===== config.mk =====
export PLATFORM = sky130hd
export DESIGN_NAME = ysyx_24080006_icache_dm
export DESIGN_NICKNAME = d
export VERILOG_FILES = /design/src/rtl/ysyx_24080006_icache_dm.sv
export SDC_FILE = /design/constraint.sdc
export NUM_CORES = 2
export LEC_CHECK = 0
export CORE_MARGIN = 8
export CORE_UTILIZATION = 56
export DETAILED_ROUTE_END_ITERATION = 10
export GPL_TIMING_DRIVEN = 0
export PLACE_DENSITY_LB_ADDON = 0.3
export SYNTH_ARGS = -nofsm -noshare
export SYNTH_HDL_FRONTEND = slang
export SYNTH_SLANG_ARGS = --single-unit

===== constraint.sdc =====
create_clock -name clock -period 5.8 [get_ports clock]
set_input_delay 1.74 -clock clock [delete_from_list [all_inputs] [get_ports clock]]
set_output_delay 1.74 -clock clock [all_outputs]
set_load 0.05 [all_outputs]

===== src/rtl/ysyx_24080006_icache_dm.sv =====
// Direct-mapped instruction cache in front of the fetch stage.
// Line refills use AXI4 INCR bursts; uncached fetches use single beats.
module ysyx_24080006_icache_dm #(
   parameter int          NUM_LINES  = 16,
   parameter int          LINE_WORDS = 4,
   parameter logic [31:0] UNC_BASE   = 32'h1000_0000,
   parameter logic [31:0] UNC_MASK   = 32'hF000_0000
) (
   input  logic        clock,
   input  logic        reset,
   input  logic        fencei,
   input  logic [31:0] fetch_addr,
   input  logic        ifu2icu_valid,
   output logic        icu2ifu_ready,
   output logic        icu2ifu_valid,
   input  logic        ifu2icu_ready,
   output logic [31:0] ic_val,
   output logic        icache_hit,
   output logic        icache_miss,
   output logic        icache_skip,
   output logic [31:0] araddr,
   output logic        arvalid,
   input  logic        arready,
   output logic [7:0]  arlen,
   output logic [2:0]  arsize,
   output logic [1:0]  arburst,
   input  logic [31:0] rdata,
   input  logic [1:0]  rresp,
   input  logic        rlast,
   input  logic        rvalid,
   output logic        rready
);
   localparam int WO_W  = $clog2(LINE_WORDS);
   localparam int OFF_W = WO_W + 2;
   localparam int IDX_W = $clog2(NUM_LINES);
   localparam int TAG_W = 32 - OFF_W - IDX_W;
   localparam logic [31:0] LINE_MASK = ~(32'(LINE_WORDS * 4) - 32'd1);
   localparam logic [31:0] WORD_MASK = 32'hFFFF_FFFC;
   localparam logic [WO_W-1:0] LAST_BEAT = WO_W'(LINE_WORDS - 1);

   localparam logic [1:0] S_IDLE = 2'd0;
   localparam logic [1:0] S_RESP = 2'd1;
   localparam logic [1:0] S_AR   = 2'd2;
   localparam logic [1:0] S_R    = 2'd3;

   logic [1:0]           state_q;
   logic [NUM_LINES-1:0] valid_q;
   logic [TAG_W-1:0]     tag_q  [NUM_LINES];
   logic [31:0]          data_q [NUM_LINES][LINE_WORDS];

   logic [IDX_W-1:0] req_idx;
   logic [WO_W-1:0]  req_woff;
   logic             req_unc;
   logic [WO_W-1:0]  beat_q;
   logic             err_q;
   logic             fence_pend_q;
   logic [31:0]      araddr_q;
   logic [7:0]       arlen_q;

   logic [IDX_W-1:0] f_idx;
   logic [WO_W-1:0]  f_woff;
   logic [TAG_W-1:0] f_tag;
   logic             f_unc;
   logic             line_hit;
   logic             accept;
   logic             beat_fire;

   assign f_idx    = fetch_addr[OFF_W+IDX_W-1:OFF_W];
   assign f_woff   = fetch_addr[OFF_W-1:2];
   assign f_tag    = fetch_addr[31:OFF_W+IDX_W];
   assign f_unc    = (fetch_addr & UNC_MASK) == UNC_BASE;
   assign line_hit = valid_q[f_idx] && (tag_q[f_idx] == f_tag);

   // A pending or live fence.i owns the IDLE cycle, so nothing is accepted
   assign icu2ifu_ready = !reset && (state_q == S_IDLE)
                          && !fencei && !fence_pend_q;
   assign accept    = ifu2icu_valid && icu2ifu_ready;
   assign beat_fire = rvalid && rready;

   assign icache_hit  = accept && !f_unc && line_hit;
   assign icache_miss = accept && !f_unc && !line_hit;
   assign icache_skip = accept && f_unc;

   assign icu2ifu_valid = (state_q == S_RESP);
   assign arvalid       = (state_q == S_AR);
   assign rready        = (state_q == S_R);
   assign araddr        = araddr_q;
   assign arlen         = arlen_q;
   assign arsize        = 3'b010;
   assign arburst       = 2'b01;

   always_ff @(posedge clock or posedge reset) begin
      if (reset) begin
         state_q      <= S_IDLE;
         valid_q      <= '0;
         fence_pend_q <= 1'b0;
         ic_val       <= 32'd0;
         req_idx      <= '0;
         req_woff     <= '0;
         req_unc      <= 1'b0;
         beat_q       <= '0;
         err_q        <= 1'b0;
         araddr_q     <= 32'd0;
         arlen_q      <= 8'd0;
      end else begin
         unique case (state_q)
            S_IDLE: begin
               if (fencei || fence_pend_q) begin
                  valid_q      <= '0;
                  fence_pend_q <= 1'b0;
               end else if (accept) begin
                  req_idx  <= f_idx;
                  req_woff <= f_woff;
                  req_unc  <= f_unc;
                  beat_q   <= '0;
                  err_q    <= 1'b0;
                  if (!f_unc && line_hit) begin
                     ic_val  <= data_q[f_idx][f_woff];
                     state_q <= S_RESP;
                  end else begin
                     // the line is rewritten, so drop it until the fill proves good
                     if (!f_unc) valid_q[f_idx] <= 1'b0;
                     araddr_q <= f_unc ? (fetch_addr & WORD_MASK)
                                       : (fetch_addr & LINE_MASK);
                     arlen_q  <= f_unc ? 8'd0 : 8'(LINE_WORDS - 1);
                     state_q  <= S_AR;
                  end
               end
            end
            S_AR: begin
               if (arready) state_q <= S_R;
            end
            S_R: begin
               if (beat_fire) begin
                  beat_q <= beat_q + WO_W'(1);
                  if (rresp != 2'b00) err_q <= 1'b1;
                  if (req_unc || beat_q == req_woff) ic_val <= rdata;
                  if (rlast) begin
                     state_q <= S_RESP;
                     if (!req_unc && !err_q && rresp == 2'b00
                         && beat_q == LAST_BEAT)
                        valid_q[req_idx] <= 1'b1;
                  end
               end
            end
            S_RESP: begin
               if (ifu2icu_ready) state_q <= S_IDLE;
            end
            default: state_q <= S_IDLE;
         endcase
         if (fencei && state_q != S_IDLE) fence_pend_q <= 1'b1;
      end
   end

   // Tag and data arrays carry no reset; valid_q guards them
   always_ff @(posedge clock) begin
      if (icache_miss) tag_q[f_idx] <= f_tag;
      if (beat_fire && !req_unc) data_q[req_idx][beat_q] <= rdata;
   end
endmodule


Word level (Yosys, flattened, before mapping)
Memories as Yosys holds them, arrays and structs flattened.
Index checks and enable logic that the tools add are counted.
- eq/ne operators: 20
- magnitude comparators: 7
- muxes and demuxes: 51
- bitwise gates (word level): 7
- reduce and logical (&&, ||, !) cells: 43
- add/sub/neg operators: 1
- operators by type and width (operator ; number):
    $mux 32 ; 8
    $mux 128 ; 1
    $mux 16 ; 7
    $bmux 32 s2 ; 1
    $demux 32 s2 ; 1
    $pmux 32 s2 ; 1
    $pmux 16 s2 ; 1
    $eq 24x24->1 ; 1
    $mux 2 ; 11
    $logic_and 1x1->1 ; 19
    $and 16x16->16 ; 1
    $not 16->16 ; 1
    $or 16x16->16 ; 1
    $ne 2x1->1 const B ; 7
    $mux 1 ; 13
    $reduce_and 6->1 ; 2
    $lt 4x5->1 const B ; 2
    $reduce_bool 2->1 ; 5
    $demux 1 s4 ; 2
    $ge 4x1->1 const B ; 2
    $pmux 2 s4 ; 1
    $reduce_and 4->1 ; 2
    $logic_not 1->1 ; 7
    $reduce_and 7->1 ; 1
    other kinds (21) ; 31
- input bits: 74
- memory bits (writable): 2432
- register bits after elaboration: 101
- memories: 2
- logic and storage cells: 142
- output and inout port bits: 84
- memory list (name ; depth ; bits a word ; read ports ; clocked after memory_dff ; write ports ; RTL line ; source):
    data_q ; 16 ; 128 ; 1 ; 0 ; 1 ; 49 ; logic [31:0] data_q [NUM_LINES][LINE_WORDS];
    tag_q ; 16 ; 24 ; 1 ; 0 ; 1 ; 48 ; logic [TAG_W-1:0] tag_q [NUM_LINES];

Longest topological paths before layout
- word-level depth: 11
- depth in mapped cells: 17
- depth with buffers taken out: 9

Worst setup path before layout
Ideal clock, no wire load.
- kind: input to register
- start: in fetch_addr[5]
- end: mem tag_q[12][0] (netlist name), enable pin
- buffers on the path: 3
- arrival: 5.948 ns
- stages on the path: 10
- slack: -0.614 ns
- setup time: 0.466 ns
- required time: 5.334 ns
- cell sequence: buf_6 > buf_6 > buf_2 > mux4_2 > mux2i_1 > xnor2_1 > nor2_1 > a41oi_1 > nor4_4 > nor4_1
- longest elaborated chain between the ends: 7
- elaborated cells on any way between the ends: 9
- those cells by class: eq/ne: 1; mux: 4; reduce/logical: 3; memory: 1
- RTL lines (element ; RTL line ; source):
    from (decl) ; 12 ; input logic [31:0] fetch_addr,
    $mem_v2 16x24 or $bmux 1 s4 (tied branches) ; - ;
    $eq 24x24->1 or $mux 1 (tied branches) ; 72 ; assign line_hit = valid_q[f_idx] && (tag_q[f_idx] == f_tag);
    $logic_and 1x1->1 ; 72 ;
    $logic_not 1->1 ; 81 ; assign icache_miss = accept && !f_unc && !line_hit;
    $logic_and 1x1->1 ; 81 ;
    $mux 1 ; 157 ; if (icache_miss) tag_q[f_idx] <= f_tag;
    $mux 1 (not written as such) ; 157 ;
    to (decl) ; 48 ;
Several ways; a longest one is shown, not always the timed one. The select of a mux whose other input is x is not followed.

Worst setup path in the final report
- start: in fetch_addr[6]
- end: out icache_miss
- longest elaborated chain between the ends: 5
- elaborated cells on any way between the ends: 7
- those cells by class: eq/ne: 1; mux: 2; reduce/logical: 3; memory: 1
- RTL lines (element ; RTL line ; source):
    $mem_v2 16x24 or $bmux 1 s4 (tied branches) ; - ;
    $eq 24x24->1 or $mux 1 (tied branches) ; 72 ;
    $logic_and 1x1->1 (*) ; 72 ;
    $logic_not 1->1 (*) ; 81 ;
    $logic_and 1x1->1 (*) ; 81 ;
    to (decl) ; 19 ; output logic icache_miss,
Every way passes the cells marked *; elsewhere a longest branch is shown, timed or not. The select of a mux whose other input is x is not followed.

==> out/results.tsv <==
stage	metric	value	unit
outcome	status	finished with violations	
outcome	failing checks	negative setup slack	
sta	fin crit period	6200	ps
critical_path	worst endpoint required time	4060	ps
sta	Worst Tran Pin Value	1370	ps
die	Die W	435	um
synthesis	Post-synth ARST share	0.0365	
sta	hold slack	500	ps
critical_path	FF-to-FF setup slack	1980	ps
cts	root buffer cell	clkbuf_16	
critical_path	Worst R2R Path Depth	11	
grt	met3 usage	0.0658	
critical_path	slowest stage delay, CP	470	ps
placement	pre-CTS WS	-2270	ps
sta	Final Cycle Share	1.07	
sta	relative slew slack	0.0896	
critical_path	Reg-to-Reg Start	tag_q[14][17]	
critical_path	Top delay family on crit path	buffers and inverters	
sta	Final Skew	46.4	ps
critical_path	crit path max fanout	10	
die	Rows	153	
cts	htree depth	4	
power	cell area power density	361	mW/mm^2
route	Vias/cell	6.67	
die	Die Area	0.189	mm^2
sta	fmax	161	MHz
synthesis	number of synthesized flops with an enable pin	2432	
critical_path	worst path arrival time	4460	ps
hold_path	min-delay src	err_q	
critical_path	WP depth	11	
critical_path	Worst Path Buf+Inv	5	
route	drt pass-1 iters	6	
placement	DP Area	0.105	mm^2
sta	final setup TNS	-915	ps
route	WL/cell	35.0	um
grt	vias in the first global route	50500	
cts	Num CTS Buffers	237	
synthesis	Post-Synth Adder-Cell Area	0.00102	
final_layout	# fillers	10900	
synthesis	Cells after Synth	4553	
grt	gr usage total	0.281	
grt	largest net degree at the start of global routing	66	
route	# DRC	0	
sta	max-slew violations	0	
placement	placed cell count	7137	
cts	CTS tree	done	
synthesis	Netlist Area Pre-Place	0.0982	mm^2
synthesis	#FFs+latches synth	2524	
final_layout	Final #Nets	5171	
critical_path	CP max-delay cell	dlygate4sd2_1	
synthesis	Syn Area/Cell	21.6	um^2
grt	GRT busiest layer	met2	
critical_path	CP Launch Type	input port	
die	Die Span Y	435	um
cts	Sink Count	2524	
cts	clock transition at the registers of the reported paths	60	ps
route	Vias	50800	
cts	CTS max path bufs	3	
grt	first-pass GRT wire length	374	mm
route	post-route ant nets	0	
die	Boundary Pins	158	
final_layout	layout cell share with drive strength beyond 1	0.273	
critical_path	Crit. End Element	primary output	
synthesis	Synth Area in Simple Gates	0.0150	
power	Overall Power	41.2	mW
placement	post-detail-place hpwl	172	mm
final_layout	post-route cell area	0.114	mm^2
grt	GR Util met2	0.432	
sta	final setup vio count	5	
die	Initial Utilization	0.564	
final_layout	Final Util	0.656	
sta	endpoints failing hold	0	
synthesis	Netlist cell types	68	
run	MaxCap Viol Count	0	
synthesis	post-synthesis xor/xnor area fraction	0.00205	
grt	initial antenna violation count	10	
hold_path	Tightest Hold Check Type	flip-flop to flip-flop	
grt	GRT overflow	0	
synthesis	Yosys Warn Count	0	
synthesis	sequential share of the synthesized area	0.767	
sta	final worst setup slack	-404	ps
power	leakage	37.1	nW
synthesis	proportion of synthesized area in mux cells	0.168	
power	VDD IR max	0.000370	V
grt	GR Layer Usage met1	0.386	
critical_path	critical path class	input port to primary output	
placement	GPL Wtd Cong	0.902	
die	Core ar.	0.174	mm^2
critical_path	CP Cell Sequence	dlygate4sd2_1 > inv_2 > clkbuf_4 > o211ai_1 > nand4_1 > a211oi_2 > nand4b_1 > buf_4 > nor4_4 > nor2_4 > buf_8	
cts	CTS Hold Bufs	0	
route	drt total wl	267	mm
synthesis	largest family of logic cells by synthesized area	multiplexers	
final_layout	Syn-to-layout area delta	16.2	%
cts	clock latency reported for the late side of the worst-skew pair	890	ps
placement	IO buf count	138	
synthesis	ys flop type	edfxtp_1	
final_layout	Post-Layout Cell Count	7619	
hold_path	hold depth	2	
sta	RSZ-0062 raised after global routing	true	
critical_path	worst setup path startpoint	fetch_addr[6]	
route	Initial DRC Count	7796	
synthesis	Synth Area in Compound Gates	0.0304	
-- kinds of logic (layout without fill, tap and decap cells) --
family | count (synthesis) | count (layout)
fa+ha+maj | 8 | 8
compound gates | 427 | 427
simple gates | 321 | 321
mux | 913 | 913
flops | 2524 | 2524
xor+xnor | 23 | 23
other cells | 2 | 14
buf+inv | 335 | 1064
-- sequential cells by signal, indices dropped and copies added, names as in the netlist --
| name | cells |
|---|---|
| araddr | 30 |
| arlen | 1 |
| beat_q | 2 |
| data_q | 2048 |
| err_q | 1 |
| fence_pend_q | 1 |
| ic_val | 32 |
| req_idx | 4 |
| req_unc | 1 |
| req_woff | 2 |
| state_q | 2 |
| tag_q | 384 |
| valid_q | 16 |
-- final timing paths --
path	end
min in group asynchronous	araddr[16]
worst min-delay path	err_q
max in group asynchronous	ic_val[18]
worst max register to register	tag_q[5][3]
worst min register to register	err_q
worst max-delay path	icache_miss
-- power breakdown --
group          total (mW)  switching, mW  internal, mW
Clock                15.7           6.81          8.91
Sequential           20.6          0.243          20.4
Combinational        4.90           3.28          1.62
-- worst reg2reg max path, stage by stage, from the launching register on --
cell and delay (ps):
edfxtp_1 400, mux4_2 550, and3_1 230, o32a_1 400, a211oi_2 250, nand4b_1 170, buf_4 180, nor4_4 320
nor2_4 100, buf_4 150, buf_4 130, and3_2 540
-- cells in the mapped netlist, types with 10 or more instances --
| cell type | n | share of area |
|---|---|---|
| nor2_1 | 96 | 0.0037 |
| buf_6 | 13 | 0.0015 |
| mux4_2 | 573 | 0.13 |
| buf_1 | 45 | 0.0017 |
| xnor2_1 | 10 | 0.00089 |
| nand3_1 | 22 | 0.0011 |
| a22oi_1 | 110 | 0.0084 |
| a211oi_1 | 33 | 0.0025 |
| o21ai_0 | 39 | 0.0020 |
| clkbuf_1 | 105 | 0.0040 |
| a21oi_1 | 93 | 0.0047 |
| xor2_1 | 13 | 0.0012 |
| mux2i_1 | 268 | 0.027 |
| dfrtp_1 | 92 | 0.023 |
| and3_1 | 18 | 0.0011 |
| o221ai_1 | 50 | 0.0045 |
| buf_2 | 71 | 0.0036 |
| nand2_1 | 100 | 0.0038 |
| o211ai_1 | 35 | 0.0027 |
| mux2_4 | 27 | 0.0041 |
| nor3_1 | 43 | 0.0022 |
| buf_4 | 30 | 0.0023 |
| a22o_1 | 19 | 0.0017 |
| mux2_2 | 43 | 0.0049 |
| inv_1 | 69 | 0.0026 |
| edfxtp_1 | 2432 | 0.74 |
-- layout make-up --
type / count / area [um^2] / area share
Antenna cell: 1 / 2.50 / 0.0000219
Buffer: 262 / 1640 / 0.0144
Clock buffer: 285 / 6150 / 0.0539
Clock inverter: 158 / 1730 / 0.0151
Inverter: 71 / 275 / 0.00241
Multi-Input combinational cell: 1705 / 22100 / 0.194
Sequential cell: 2524 / 75300 / 0.660
Tap cell: 2325 / 2910 / 0.0255
Timing Repair Buffer: 288 / 3960 / 0.0347
-- cell usage in the layout (no fill, tap or decap), types with 85 or more instances in the layout --
| master | count |
|---|---|
| edfxtp_1 | 2432 |
| mux4_2 | 574 |
| mux2i_1 | 261 |
| clkbuf_16 | 238 |
| clkbuf_1 | 137 |
| a22oi_1 | 107 |
| nand2_1 | 98 |
| dfrtp_1 | 92 |
| a21oi_1 | 91 |
| buf_2 | 90 |
| clkdlybuf4s50_1 | 89 |
| buf_12 | 85 |
-- per-layer routing --
metal	vias up	part of all wire
met5	-	0.000049
met4	2	0.054
met3	621	0.12
met2	3696	0.47
met1	26400	0.36
li1	20200	-
-- what timing repair did --
action                                  4_1_cts  5_1_grt
cloned                                        2        1
endpoints found under the setup margin      126        9
pin swaps                                    16       14
setup buffers                                25       11
resized for setup                           163       34
No activity file was read; power rests on OpenSTA's default activity.
